<file path="src/rtl/can_clic_dispatch.sv">
// can_clic_dispatch: registers the arbiter winner into a req/ack handshake and keeps a nested threshold stack.
// Optional macro CAN_CLIC_LATE_ARRIVAL_EN lets a higher-priority winner replace a pending request.
module can_clic_dispatch #(
  parameter int NR_ENTRIES = 8,
  parameter int PRIO_W = 2,
  parameter int DEPTH = 4,
  parameter int IDX_W = $clog2(NR_ENTRIES),
  parameter int D_W = $clog2(DEPTH + 1)
) (
  input  logic              clk,
  input  logic              reset,
  input  logic              is_interrupt,
  input  logic [IDX_W-1:0]  index,
  input  logic [PRIO_W-1:0] prio,
  output logic              irq_req,
  output logic [IDX_W-1:0]  irq_id,
  input  logic              irq_ack,
  input  logic              irq_ret,
  output logic [PRIO_W-1:0] threshold,
  output logic              clear_valid,
  output logic [IDX_W-1:0]  clear_id,
  output logic [D_W-1:0]    depth,
  output logic              underflow
);
  localparam int S_W = DEPTH > 1 ? $clog2(DEPTH) : 1;
  typedef enum logic {IDLE, REQ} state_t;
  state_t state, next;
  logic [IDX_W-1:0] req_id;
  logic [PRIO_W-1:0] req_prio;
  logic [PRIO_W-1:0] stk [DEPTH];
  logic capture, late, push, chain, pop, full;
  logic [S_W-1:0] push_ptr, pop_ptr;
  assign full = depth == D_W'(DEPTH);
  assign push_ptr = S_W'(depth);
  assign pop_ptr = S_W'(depth - 1'b1);
  assign irq_req = state == REQ;
  assign irq_id = req_id;
  always_ff @(posedge clk or posedge reset)
    if (reset) state <= IDLE;
    else state <= next;
  always_comb begin
    next = state;
    capture = 1'b0;
    late = 1'b0;
    push = 1'b0;
    chain = 1'b0;
    pop = 1'b0;
    if (state == IDLE) begin
      pop = irq_ret;
      capture = is_interrupt && !full;
      next = capture ? REQ : IDLE;
    end else begin
      push = irq_ack && !irq_ret;
      chain = irq_ack && irq_ret;
      pop = irq_ret && !irq_ack;
`ifdef CAN_CLIC_LATE_ARRIVAL_EN
      late = !irq_ack && !irq_ret && is_interrupt && prio > req_prio;
`else
      late = 1'b0;
`endif
      next = (irq_ack || irq_ret || !is_interrupt) ? IDLE : REQ;
    end
  end
  always_ff @(posedge clk or posedge reset)
    if (reset) begin
      req_id <= '0;
      req_prio <= '0;
      threshold <= '0;
      depth <= '0;
      clear_valid <= 1'b0;
      clear_id <= '0;
      underflow <= 1'b0;
      for (int i = 0; i < DEPTH; i++) stk[i] <= '0;
    end else begin
      clear_valid <= push || chain;
      if (push || chain) begin
        threshold <= req_prio;
        clear_id <= req_id;
      end
      // capture only happens below DEPTH, so a push never overruns the stack
      if (push && !full) begin
        stk[push_ptr] <= threshold;
        depth <= depth + 1'b1;
      end
      if (pop) begin
        if (depth == '0) underflow <= 1'b1;
        else begin
          threshold <= stk[pop_ptr];
          depth <= depth - 1'b1;
        end
      end
      if (capture || late) begin
        req_id <= index;
        req_prio <= prio;
      end
    end
endmodule
</file>
<file path="config.mk">
export PLATFORM = sky130hd
export DESIGN_NAME = can_clic_dispatch
export DESIGN_NICKNAME = d
export VERILOG_FILES = /design/src/rtl/can_clic_dispatch.sv
export SDC_FILE = /design/constraint.sdc
export NUM_CORES = 1
export LEC_CHECK = 0
export ABC_AREA = 1
export BUFFER_PORTS_ARGS = -buffer_cell sky130_fd_sc_hd__buf_4
export CORE_MARGIN = 2
export CORE_UTILIZATION = 25
export CTS_BUF_LIST = sky130_fd_sc_hd__clkbuf_4
export CTS_CLUSTER_SIZE = 28
export DETAILED_ROUTE_END_ITERATION = 6
export PLACE_DENSITY = 0.52
export SYNTH_ARGS = -nofsm -noshare
export SYNTH_HDL_FRONTEND = slang
export SYNTH_SLANG_ARGS = --single-unit
</file>
<file path="constraint.sdc">
create_clock -name clk -period 3.2 [get_ports clk]
set_input_delay 0.64 -clock clk [delete_from_list [all_inputs] [get_ports clk]]
set_output_delay 0.64 -clock clk [all_outputs]
set_load 0.005 [all_outputs]
</file>
## Word level (Yosys, flattened, before mapping)

Index checks and enable logic that the tools add are counted.

- Flip-flop bits (word level): 24
- Bits in latches: 0
- Bits in writable memories: 0
- Bits in read-only memories: 0
- Input bits: 10
- Output and inout bits: 14
- Logic and storage cells: 54
- Memories: 0

- $add $sub $neg: 2
- $mul: 0
- Divide/modulo/power cells: 0
- $lt $le $gt $ge: 3
- Eq/ne operators: 1
- Shifts and indexed selects: 0
- Multiplexer cells: 19
- Bitwise operators: 2
- Reduce and logical (&&, ||, !) cells: 15

Operator list:

| kind | count |
|---|---|
| $mux W2 | 6 |
| $mux W3 | 3 |
| $bwmux W8 | 1 |
| $mux W1 | 7 |
| $ge A3 B3 Y1 const B | 2 |
| $logic_and A1 B1 Y1 | 6 |
| $not A2 Y3 | 2 |
| $bmux W2 S2 | 1 |
| $demux W2 S2 | 1 |
| $logic_not A1 Y1 | 4 |
| $add A3 B1 Y3 const B | 1 |
| $eq A3 B3 Y1 const B | 1 |
| $logic_not A3 Y1 | 1 |
| $logic_or A1 B1 Y1 | 3 |
| $lt A3 B1 Y1 const B | 1 |
| $sub A3 B1 Y3 const B | 1 |
| $reduce_and A2 Y1 | 1 |

## Longest topological paths before layout

Gate-level depths: netlist (run 1).

- Depth in word-level cells: 7
- Gate-level depth with buffers: 8
- Depth with buffers taken out: 8

## Least setup slack after synthesis (run 1)

No wires, ideal clock.

- Path type: reg-to-reg
- Start point: reg depth[0]
- End point: reg req_id[2], in the netlist irq_id[2]
- Setup time: 0.120 ns
- Arrival time: 1.376 ns
- Data required time: 3.080 ns
- Path slack: 1.704 ns
- Stages on the path, launching flop included: 8
- Path buffers: 1
- Period minus slack after synthesis: 1.496 ns
- Path through: dfrtp_1 -> inv_1 -> ha_1 -> nand2_2 -> nand3b_2 -> buf_6 -> nor2_1 -> a21oi_1

- Word-level cells in the longest chain between the ends: 4

Ends and longest elaborated chain:

| item | RTL line | RTL |
|---|---|---|
| start, declared | 22 | `output logic [D_W-1:0] depth,` |
| start signal, assigned | 83 | `depth <= depth + 1'b1;` |
| start signal, assigned | 89 | `depth <= depth - 1'b1;` |
| $eq A3 B3 Y1 | 33 | `assign full = depth == D_W'(DEPTH);` |
| $logic_not A1 Y1 | 50 | `capture = is_interrupt && !full;` |
| $logic_and A1 B1 Y1 | 50 |  |
| $mux W1 | 48 | `if (state == IDLE) begin` |
| end signal, assigned | 93 | `req_id <= index;` |
| end, declared | 28 | `logic [IDX_W-1:0] req_id;` |

No other way between the ends.
A chain may end at the register's enable or synchronous reset.

## Final worst setup path (run 1)

- Start point: reg depth[0]
- End point: reg req_id[0], in the netlist irq_id[0]

Same word-level chain as after synthesis.

==> results.md, run 1 <==
- Share of cells above drive strength 1: a little over a quarter
- Via count: just over 900
- Number of antenna diodes: 0
- Initial antenna violation count: 0
- # clock sinks: 24
- Syn nets: 147
- Die X: ~73 um
- Worst Hold Class: primary input to async pin
- Endpoints failing hold: 0
- FF-to-FF End: irq_id[0]$_DFFE_PP0P_
- WL/cell: ~12 um
- VDD IR max: ~230 uV
- Row Count: 25
- Max clock buf depth: 2
- Count of final setup violators: 0
- CP max stage delay: between 0.5 and 0.6 ns
- Post-cts resize count: 0
- Met2 wire len: 1.124 mm
- CP Class: flop to flop
- Multi-input logic area: 490.5 sq um
- Worst-path maximum fanout: 11
- Clk_lat worst skew: between 0.3 and 0.4 ns
- Crit-path cells: inv_1 > ha_1 > nand2_2 > nand3b_2 > nor2_1 > a21oi_1
- Slew Viols, Final: 0
- Layout fillers: 496
- Die ar.: ~5300 sq um
- CTS Hold Buffers Added: 0
- Routed wire length: 2.483 mm
- PwrDens: 901.9 nW/um^2
- Crit path max-delay family: flip-flops
- Crit path required time: ~3.4 ns
- Synthesis-to-finish area growth: 22.86%
- Vias in the first global route: ~900
- ANT nets after route: 0
- Die Ht: approximately 73 um
- Skew final: approximately 0.016 ns
- Detailed Route Iter0 Violations: 51
- Worst slew pin tran: just over 0.9 ns
- Largest net degree at the start of global routing: 25
- Num CTS Buffers: 3
- Core box area: ~4600 sq um
- H-Tree Depth: 1
- Final worst slack: 1.486 ns
- Synthesized cell area: ~1200 sq um
- Setup_tns: 0 ns
- Placement Setup Slack: 1.469 ns
- F_max: 583.4 MHz
- Vias per inst: 4.332
- Clock transition at path regs: approximately 0.15 ns
- RR Startpoint: depth[0]$_DFF_PP0_
- Rel. slew slack: between 30% and 40%
- Sequential fraction of the synthesis area: 50.79%
- Initial Utilization: about 26%
- Residual DRC count: 0
- YS warnings: 0
- Post-layout min period: about 1.7 ns
- Synth Register Bits: 24
- WL met3: about 110 um
- DP HPWL: ~1.9 mm
- Power Total: ~1.3 mW
- Crit path launch type: flop
- Total Routing Usage GR: around a tenth
- Postcts setup bufs: 0
- Worst Reg-to-Reg Cells: 6
- WP buf/inv: 1
- Fin crit share: around 54%
- Netlist cell types: 23
- FF+latch area: approximately 600 sq um
- Port Buffers: 23
- Wl on met1: 1.231 mm
- Synthesized instance count: about 130
- TritonRoute pass-1 iters: 4
- Congestion Overflow GR: 0
- Status: finished clean
- Synth Area per Inst: ~9 sq um
- Flop-to-flop setup slack: between 1 and 1.5 ns
- CP endpoint kind: flop
- Finished Cell Area: around 1500 sq um
- Cell Area, Placed: 1400 sq um
- CTS tree: yes
- I/O pin total: 24
- Static leakage: 0.7550 nW
- GPL Wtd Cong: 0.7641
- Fin nets: 173
- CP arrival: about 2.0 ns
- First-pass GRT wire length: 4.374 mm
- CTS root buf: clkbuf_4
- Maximum Capacitance Violations: 0
- RSZ-0062 raised after global routing: no
- Max Used Layer: met4
- Slowest cell on the critical path: dfrtp_1
==> worst max-delay path by stage <==
stage | from | endpoint | depth (start not counted)
floorplan | depth[0]$_DFF_PP0_ | irq_id[2]$_DFFE_PP0P_ | 7
global placement | depth[0]$_DFF_PP0_ | irq_id[0]$_DFFE_PP0P_ | 6
detailed placement | depth[0]$_DFF_PP0_ | irq_id[0]$_DFFE_PP0P_ | 6
CTS | depth[0]$_DFF_PP0_ | irq_id[0]$_DFFE_PP0P_ | 6
global route | depth[0]$_DFF_PP0_ | depth[2]$_DFF_PP0_ | 8
finish | depth[0]$_DFF_PP0_ | irq_id[0]$_DFFE_PP0P_ | 6
==> cells in the final DEF (no fill, tap or decap) <==
master	synthesis	layout
nor2_1	7	7
o211ai_1	1	1
inv_2	2	2
clkinv_4	1	1
nand4_2	1	1
xor2_1	1	1
nand3_2	1	1
o21ai_0	13	13
buf_4	0	23
dfrtp_1	24	24
nand3_1	6	6
nand2_1	36	36
inv_1	14	14
nand3_4	1	1
nand2_2	5	5
o21ai_1	3	3
clkbuf_4	0	3
nand4_1	2	2
a21oi_1	3	3
ha_1	5	5
nand3b_2	1	1
nand2_4	1	1
nor2_4	1	1
o21bai_1	1	1
bufinv_16	0	1
==> power breakdown <==
part	total [mW]	switching (mW)	internal, mW
Combinational	0.543	0.303	0.240
Clock	0.227	0.100	0.127
Sequential	0.540	0.102	0.438
Total	1.31	0.505	0.805
==> cells in the mapped netlist <==
cell type / instances / area share [%]
dfrtp_1: 24 / 51
o211ai_1: 1 / 0.64
nand2_1: 36 / 11
inv_2: 2 / 0.64
inv_1: 14 / 4.4
o21bai_1: 1 / 0.64
o21ai_0: 13 / 5.5
buf_6: 2 / 1.9
clkinv_4: 1 / 0.74
nor2_1: 7 / 2.2
nand3_2: 1 / 0.85
nand2_4: 1 / 0.95
nand4_1: 2 / 1.1
nand2_2: 5 / 2.6
nor2_4: 1 / 0.95
o21ai_1: 3 / 1.3
a21oi_1: 3 / 1.3
ha_1: 5 / 5.3
nand3_1: 6 / 2.5
nand3_4: 1 / 1.5
nand4_2: 1 / 1.1
nand3b_2: 1 / 0.95
xor2_1: 1 / 0.74
==> registers in the layout (all words and copies together), names as in the netlist <==
signal / flops
req_prio: 2
irq_req: 1
stk: 8
irq_id: 3
depth: 3
threshold: 2
clear_valid: 1
underflow: 1
clear_id: 3
==> worst reg2reg max path, delay by kind of cell, from the launching register on <==
family          cells  cell delay, ns
fa+ha+maj           1            0.30
flops               1            0.54
simple gates        3            0.54
buf+inv             1            0.21
compound gates      1            0.05
==> area by class of cell <==
class | instances | area share, %
Inverter | 17 | 4.737
Clock buffer | 3 | 1.550
Tap cell | 54 | 4.651
Multi-Input combinational cell | 89 | 33.76
Timing Repair Buffer | 23 | 11.89
Clock inverter | 1 | 2.067
Sequential cell | 24 | 41.34
==> kinds of logic after synthesis <==
family	Yosys count	share of synthesized area (%)
AOI/OAI and AO/OA	21	9.312
xor gates and xnor gates	1	0.7409
adders and majority gates	5	5.291
buffers and inverters	19	7.725
DFF	24	50.79
and+or+nand+nor	62	26.14
==> through the flow <==
stage	util (%)	instances	hold WS [ns]
final	31.38	211	0.4912
after floorplan	-	132	0.4529
after detailed placement	30.24	207	0.4766
after global placement	30.24	207	0.4742
after CTS	31.38	211	0.4881
after global routing	31.38	211	0.5048
==> routing by layer <==
| layer | up-vias | GRT usage [%] |
|---|---|---|
| li1 | 468 | - |
| met1 | 425 | 14.78 |
| met2 | 19 | 16.16 |
| met3 | 2 | 2.762 |
| met4 | 0 | 3.086 |
| met5 | - | 0 |
Note: power is estimated with default switching activity, not from simulation.
==> inputs of run 2 (changes only) <==
==> constraint.sdc (replaced) <==
create_clock -name clk -period 1.8 [get_ports clk]
set_input_delay 0.36 -clock clk [delete_from_list [all_inputs] [get_ports clk]]
set_output_delay 0.36 -clock clk [all_outputs]
set_load 0.005 [all_outputs]
==> run 2 against run 1 <==
  * Die area unchanged
  * Cell area increased by 1.6%
  * Critical path depth stayed put
  * Setup slack worse by 1.1 ns
  * Final cell count grew 1.4%
  * First-iteration DRC count shrank 12%
  * Global-route usage grew 0.21 points
  * Worst hold slack got worse by 0.43 ns
  * Clock power grew 75%
  * Non-clock buffer count is 3 higher
  * Register-to-register slack worse by 1.1 ns
  * Sequential share of layout area fell by 0.63 points
  * Critical endpoint unchanged
==> results.md, run 2 (synthesized netlist as in run 1, its figures left out) <==
- Status: finished clean
- Vias per inst: 4.234 (-2.3%)
- Max clock buf depth: 2 (unchanged)
- Static leakage: 0.7694 nW (+1.9%)
- Crit path required time: 2.03 ns (-1.40 ns)
- Die Ht: 72.77 um (unchanged)
- Num CTS Buffers: 3 (unchanged)
- Comb power frac: 43.9% (+2.5 points)
- Final non-filler cell total: 214 (+1.4%)
- Fin nets: 176 (+1.7%)
- Reg power frac: 39.4% (-1.8 points)
- Switching share of power: 38.27% (-0.28 points)
- Postcts setup bufs: 0 (unchanged)
- Port Buffers: 23 (unchanged)
- I/O pin total: 24 (unchanged)
- Slew Viols, Final: 0 (unchanged)
- Endpoints failing hold: 0 (unchanged)
- Largest net degree at the start of global routing: 25 (unchanged)
- Crit path launch type: flop
- Initial antenna violation count: 0 (unchanged)
- CTS tree: yes
- Post-cts resize count: 0 (unchanged)
- Row Count: 25 (unchanged)
- Largest Register: stk
- PwrDens: 1607 nW/um^2 (+78%)
- CP Class: flop to flop
- Die ar.: 5295 sq um (unchanged)
- Clk pwr share: 16.8% (-0.5 points)
- Routed wire length: 2.596 mm (+4.6%)
- Finished Cell Area: 1475 sq um (+1.6%)
- Inst Count DP: 210 (+1.4%)
- ANT nets after route: 0 (unchanged)
- # clock sinks: 24 (unchanged)
- P_int: 1.463 mW (+82%)
- Total Routing Usage GR: 10.80% (+0.21 points)
- Crit path max-delay family: simple AND/OR/NAND/NOR gates
- Worst slew pin tran: 0.3128 ns (-0.6109 ns)
- CP endpoint kind: flop
- First-pass GRT wire length: 4.436 mm (+1.4%)
- Switching pwr: 907.3 uW (+80%)
- Worst-path maximum fanout: 11 (unchanged)
- Clk_lat worst skew: 0.33 ns (about the same)
- Residual DRC count: 0 (unchanged)
- Core box area: 4629 sq um (unchanged)
- Congestion Overflow GR: 0 (unchanged)
- Cell Area, Placed: 1423 sq um (+1.6%)
- Fin crit share: 80.54% (+27 points)
- Max FFs per register: 8 (unchanged)
- Layout Utilization: 31.86% (+0.49 points)
- Slowest cell on the critical path: dfrtp_1
- WL/cell: 12.13 um (+3.1%)
- GPL Wtd Cong: 0.7232 (-5.4%)
- CTS root buf: clkbuf_4
- Initial Utilization: 25.54% (unchanged)
- Vias in the first global route: 941 (+4.3%)
- Detailed Route Iter0 Violations: 45 (-12%)
- Count of final setup violators: 0 (unchanged)
- Worst Hold Class: primary input to async pin
- DP HPWL: 1.959 mm (+4.4%)
- TritonRoute pass-1 iters: 6 (+2)
- RSZ-0062 raised after global routing: no
- Most frequent cells in the layout: nand2_1 (36), buf_4 (26), dfrtp_1 (24)
- Synthesis-to-finish area growth: 24.76%
- Number of antenna diodes: 0 (unchanged)
- CP max stage delay: 0.42 ns (-0.12 ns)
- F_max: 689.8 MHz (+18%)
- Power Total: 2.371 mW (+81%)
- CTS Hold Buffers Added: 0 (unchanged)
- H-Tree Depth: 1 (unchanged)
- CP arrival: 1.68 ns (-0.27 ns)
- Die X: 72.77 um (unchanged)
- Via count: 906 (-0.88%)
- Rel. slew slack: 79.14% (+41 points)
- WP buf/inv: 1 (unchanged)
- Commonest non-fill, non-tap cell in the layout: nand2_1
- Skew final: 0.01295 ns (-0.002692 ns)
- Setup_tns: 0 ns (unchanged)
- Post-layout min period: 1.450 ns (-0.2644 ns)
- Share of cells above drive strength 1: 27.50% (+1.4 points)
- Clock transition at path regs: 0.14 ns (about the same)
- VDD IR max: 438.2 uV (+87%)
- Crit-path cells: inv_1 > ha_1 > nand2_2 > nand3b_2 > nor2_1 > a21oi_1
- Maximum Capacitance Violations: 0 (unchanged)
-- run 2: cell count changes in the layout (fill, tap and decap cells not counted), sizes merged --
cell | before | now
buf | 23 | 26
-- run 2: path summary, 6_finish.rpt --
path                                              start                 endpoint  slack (ns)  cells past startpoint
worst max-delay path                 depth[1]$_DFF_PP0_    irq_id[0]$_DFFE_PP0P_        0.35                      6
worst min-delay path                              reset    clear_valid$_DFF_PP0_        0.06                      3
worst max register to register       depth[1]$_DFF_PP0_    irq_id[0]$_DFFE_PP0P_        0.35                      6
worst min register to register  clear_id[2]$_DFFE_PP0N_  clear_id[2]$_DFFE_PP0N_        0.51                      2
max in group asynchronous                         reset       stk[2]$_DFFE_PP0P_        1.50                      3
min in group clk                                irq_ack        irq_req$_DFF_PP0_        0.22                      2
-- run 2: cell type report --
| class | instances | area (sq um) |
|---|---|---|
| tap | 54 | 67.56 |
| timing repair buffer | 26 | 195.2 |
| inverter | 17 | 68.82 |
| clock buffer | 3 | 22.52 |
| multi-input combinational | 89 | 490.5 |
| sequential | 24 | 600.6 |
| clock inverter | 1 | 30.03 |
| fill | 514 | 3154 |
-- run 2: power by group through the flow --
| stage | registers, mW | logic (mW) | clock network, mW |
|---|---|---|---|
| floorplan | 0.947 | 0.621 | 0 |
| global placement | 0.945 | 1.06 | 0 |
| global route | 0.961 | 1.20 | 0.434 |
| CTS | 0.939 | 1.06 | 0.414 |
| finish | 0.934 | 1.04 | 0.397 |
| detailed placement | 0.949 | 1.05 | 0 |
-- run 2: per-layer routing --
layer / GRT usage [%] / wire length [um] / part of all wire (%)
met2: 18.08 / 1268 / 49
met4: 3.086 / 0 / 0
met3: 2.486 / 82 / 3.2
met1: 13.93 / 1245 / 48
met5: 0 / 0 / 0
-- run 2: tightest hold or removal path, stage by stage --
cell and delay, ns:
buf_4 0.11, inv_1 0.04, buf_4 0.30
-- run 2: per-stage QoR --
stage / hold slack (ns) / setup WS [ns]
final: 0.05766 / 0.3502
after global routing: 0.07626 / 0.1750
after CTS: 0.05644 / 0.3052
after detailed placement: 0.4373 / 0.3536
after global placement: 0.4423 / 0.4032
after floorplan: 0.3746 / 0.3040
==> inputs of run 3 (changes only) <==
--- a/config.mk
+++ b/config.mk
@@ -5,7 +5,7 @@
 export SDC_FILE = /design/constraint.sdc
 export NUM_CORES = 1
 export LEC_CHECK = 0
-export ABC_AREA = 1
+export ABC_AREA = 0
 export BUFFER_PORTS_ARGS = -buffer_cell sky130_fd_sc_hd__buf_4
 export CORE_MARGIN = 2
 export CORE_UTILIZATION = 25
==> constraint.sdc (replaced) <==
create_clock -name clk -period 1.5 [get_ports clk]
set_input_delay 0.3 -clock clk [delete_from_list [all_inputs] [get_ports clk]]
set_output_delay 0.3 -clock clk [all_outputs]
set_load 0.005 [all_outputs]
==> run 3 against run 2 <==
  * Global-route usage down 0.37 points
  * Combinational power grew 21%
  * Highest routed layer is now met4
  * Worst hold slack worse by 0.039 ns
  * Cell area fell by 0.34%
==> results.md, run 3 <==
- Synth Register Bits: 24 (unchanged)
- # clock sinks: 24 (unchanged)
- Rel. slew slack: 79.09% (about the same)
- Most frequent cells in the layout: buf_4 (33), dfrtp_1 (23), mux2_2 (14)
- WL/cell: 14.04 um (+16%)
- CP max stage delay: 0.39 ns (-0.03 ns)
- Largest net degree at the start of global routing: 25 (unchanged)
- Finished Cell Area: 1470 sq um (-0.34%)
- Worst Reg-to-Reg Cells: 6 (unchanged)
- I/O pin total: 24 (unchanged)
- Die Ht: 70.78 um (-2.7%)
- Die X: 70.78 um (-2.7%)
- Number of antenna diodes: 0 (unchanged)
- Crit path max-delay family: simple AND/OR/NAND/NOR gates
- Layout Utilization: 34.00% (+2.1 points)
- First-pass GRT wire length: 4.077 mm (-8.1%)
- Top cells by area, synth: dfrtp_1 (54%), mux2_2 (14%), ha_1 (5.6%)
- Skew final: 0.002823 ns (-0.01012 ns)
- Fin nets: 132 (-25%)
- Netlist cell types: 23 (unchanged)
- Synth Area per Inst: 13.76 sq um (+54%)
- CP endpoint kind: flop
- Residual DRC count: 0 (unchanged)
- Flop-to-flop setup slack: 0.04 ns (-0.31 ns)
- FF-to-FF End: stk[6]$_DFFE_PP0P_
- CP arrival: 1.67 ns (about the same)
- Row Count: 24 (-4.0%)
- Core box area: 4324 sq um (-6.6%)
- Top Usage Layer GRT: met2
- Vias in the first global route: 841 (-11%)
- Synthesis-to-finish area growth: 31.87%
- CP Class: flop to flop
- Commonest cells post-synth: dfrtp_1 (24), mux2_2 (14), nand2_1 (8)
- Endpoints failing hold: 0 (unchanged)
- Worst Hold Class: primary input to async pin
- Port Buffers: 23 (unchanged)
- Num CTS Buffers: 3 (unchanged)
- Max clock buf depth: 2 (unchanged)
- Congestion Overflow GR: 0 (unchanged)
- Commonest non-fill, non-tap cell in the layout: buf_4
- GPL Wtd Cong: 0.7671 (+6.1%)
- Static leakage: 0.7085 nW (-7.9%)
- Die ar.: 5009 sq um (-5.4%)
- Slowest cell on the critical path: dfrtp_2
- Total Routing Usage GR: 10.43% (-0.37 points)
- Cell taking the most area after synthesis: dfrtp_1
- Slew Viols, Final: 0 (unchanged)
- Crit-path cells: inv_2 > ha_4 > nand2_2 > and3_4 > and2_4 > mux2_4
- Share of cells above drive strength 1: 57.76% (+30 points)
- Number of synthesized flops with an enable pin: 0 (unchanged)
- Vias per inst: 4.470 (+5.6%)
- Fin crit share: 97.22% (+17 points)
- Placement Setup Slack: -0.005706 ns (-0.3593 ns)
- Crit path required time: 1.71 ns (-0.32 ns)
- VDD IR max: 743.6 uV (+70%)
- Sequential fraction of the synthesis area: 53.87% (+3.1 points)
- Largest Register: stk
- Setup_tns: 0 ns (unchanged)
- RSZ-0062 raised after global routing: yes
- RR Startpoint: depth[0]$_DFF_PP0_
- Worst slew pin tran: 0.3136 ns (+0.0007404 ns)
- Grt met1 use: 13.76% (-0.17 points)
- Crit path launch type: flop
- Via count: 751 (-17%)
- Initial Utilization: 25.78% (+0.24 points)
- WP buf/inv: 1 (unchanged)
- Clk_lat worst skew: 0.31 ns (-0.02 ns)
- CTS tree: yes
- CTS root buf: clkbuf_4
- Routed wire length: 2.359 mm (-9.1%)
- Clock transition at path regs: 0.13 ns (about the same)
- Max FFs per register: 8 (unchanged)
- YS warnings: 0 (unchanged)
- Maximum Capacitance Violations: 0 (unchanged)
- Top-area cell type share of the netlist area: 53.87% (+3.1 points)
- Synth async-reset ratio: 100.0% (unchanged)
- DP HPWL: 1.775 mm (-9.4%)
- Detailed Route Iter0 Violations: 5 (-89%)
- Worst-path maximum fanout: 6 (-5)
- Synthesized instance count: 81 (-39%)
- Final worst slack: 0.04164 ns (-0.3086 ns)
- Status: finished clean
- Power Total: 2.618 mW (+10%)
- Initial antenna violation count: 0 (unchanged)
- Met3 Track Usage GR: 2.564% (+0.078 points)
- Synthesized cell area: 1115 sq um (-5.7%)
- ANT nets after route: 0 (unchanged)
- Syn nets: 96 (-35%)
- Post-synth top flop: dfrtp_1
- Post-layout min period: 1.458 ns (+0.008591 ns)
- Met2 usage: 15.58% (-2.5 points)
- Most numerous cell in the Yosys netlist: dfrtp_1
- H-Tree Depth: 1 (unchanged)
- Cell Area, Placed: 1414 sq um (-0.62%)
- Count of final setup violators: 0 (unchanged)
- F_max: 685.7 MHz (-0.59%)
- PwrDens: 1780 nW/um^2 (+11%)
- TritonRoute pass-1 iters: 4 (-2)
==> run 3: cell types whose count changed after synthesis, moves of 6 or more <==
cell	before	now
inv_1	14	4
mux2_2	0	14
nor2_1	7	1
o21ai_0	13	2
nand2_1	36	8
nand3_1	6	0
==> run 3: power by group <==
part / total [mW] / leakage [nW] / switching (mW) / internal [mW]
clock: 0.293 / 0.0154 / 0.195 / 0.0974
combinational: 1.26 / 0.394 / 0.500 / 0.760
sequential: 1.06 / 0.299 / 0.171 / 0.893
total: 2.62 / 0.709 / 0.867 / 1.75
==> run 3: stage by stage <==
stage | hold WS (ns) | instances
after floorplan | 0.3146 | 81
after global placement | 0.3722 | 163
after detailed placement | 0.3815 | 163
after CTS | 0.01688 | 167
after global routing | 0.02791 | 168
final | 0.01817 | 168
==> run 3: area by class of cell <==
type	instances	area [sq um]
clock inverters	1	3.754
fillers	463	2854
inverters	4	15.01
flip-flops and latches	24	601.8
repair buffers	33	247.7
clock buffers	3	22.52
multi-input cells	51	514.2
well taps	52	65.06
==> run 3: layer usage <==
metal,vias up,share of wire [%]
li1,351,-
met1,372,45
met2,24,48
met3,4,5.1
met4,0,1.8
met5,-,0
==> run 3: cells by family after synthesis <==
kind of cell	after synthesis	synth area share, %
XOR/XNOR	2	1.572
buffers and inverters	6	3.366
AND/OR/NAND/NOR	18	9.203
adder cells (fa/ha/maj)	5	5.612
AO/OA/AOI/OAI	6	3.705
flip-flops	24	53.87
multiplexers	20	22.67
==> run 3: worst max-delay path by stage <==
stage	to	slack [ns]	startpoint	cells after the start
2_1_floorplan	stk[6]$_DFFE_PP0P_	-0.04	depth[0]$_DFF_PP0_	7
3_3_place_gp	stk[7]$_DFFE_PP0P_	0.03	depth[1]$_DFF_PP0_	6
3_5_place_dp	stk[6]$_DFFE_PP0P_	-0.006	depth[0]$_DFF_PP0_	6
4_1_cts	stk[1]$_DFFE_PP0P_	0.009	depth[0]$_DFF_PP0_	6
5_1_grt	stk[6]$_DFFE_PP0P_	-0.01	depth[1]$_DFF_PP0_	6
6_report	stk[6]$_DFFE_PP0P_	0.04	depth[0]$_DFF_PP0_	6
==> run 3: worst min-delay path: cells and delay by family <==
family                 cells  cell delay (ns)
buffers and inverters      3             0.44
==> run 3: timing repair <==
item / 4_1_cts / 5_1_grt
setup endpoints to repair: 4 / 16
setup buffers: 0 / 1
pin swaps: 0 / 2
hold buffers: 0 / 0
gates resized for setup: 3 / 4
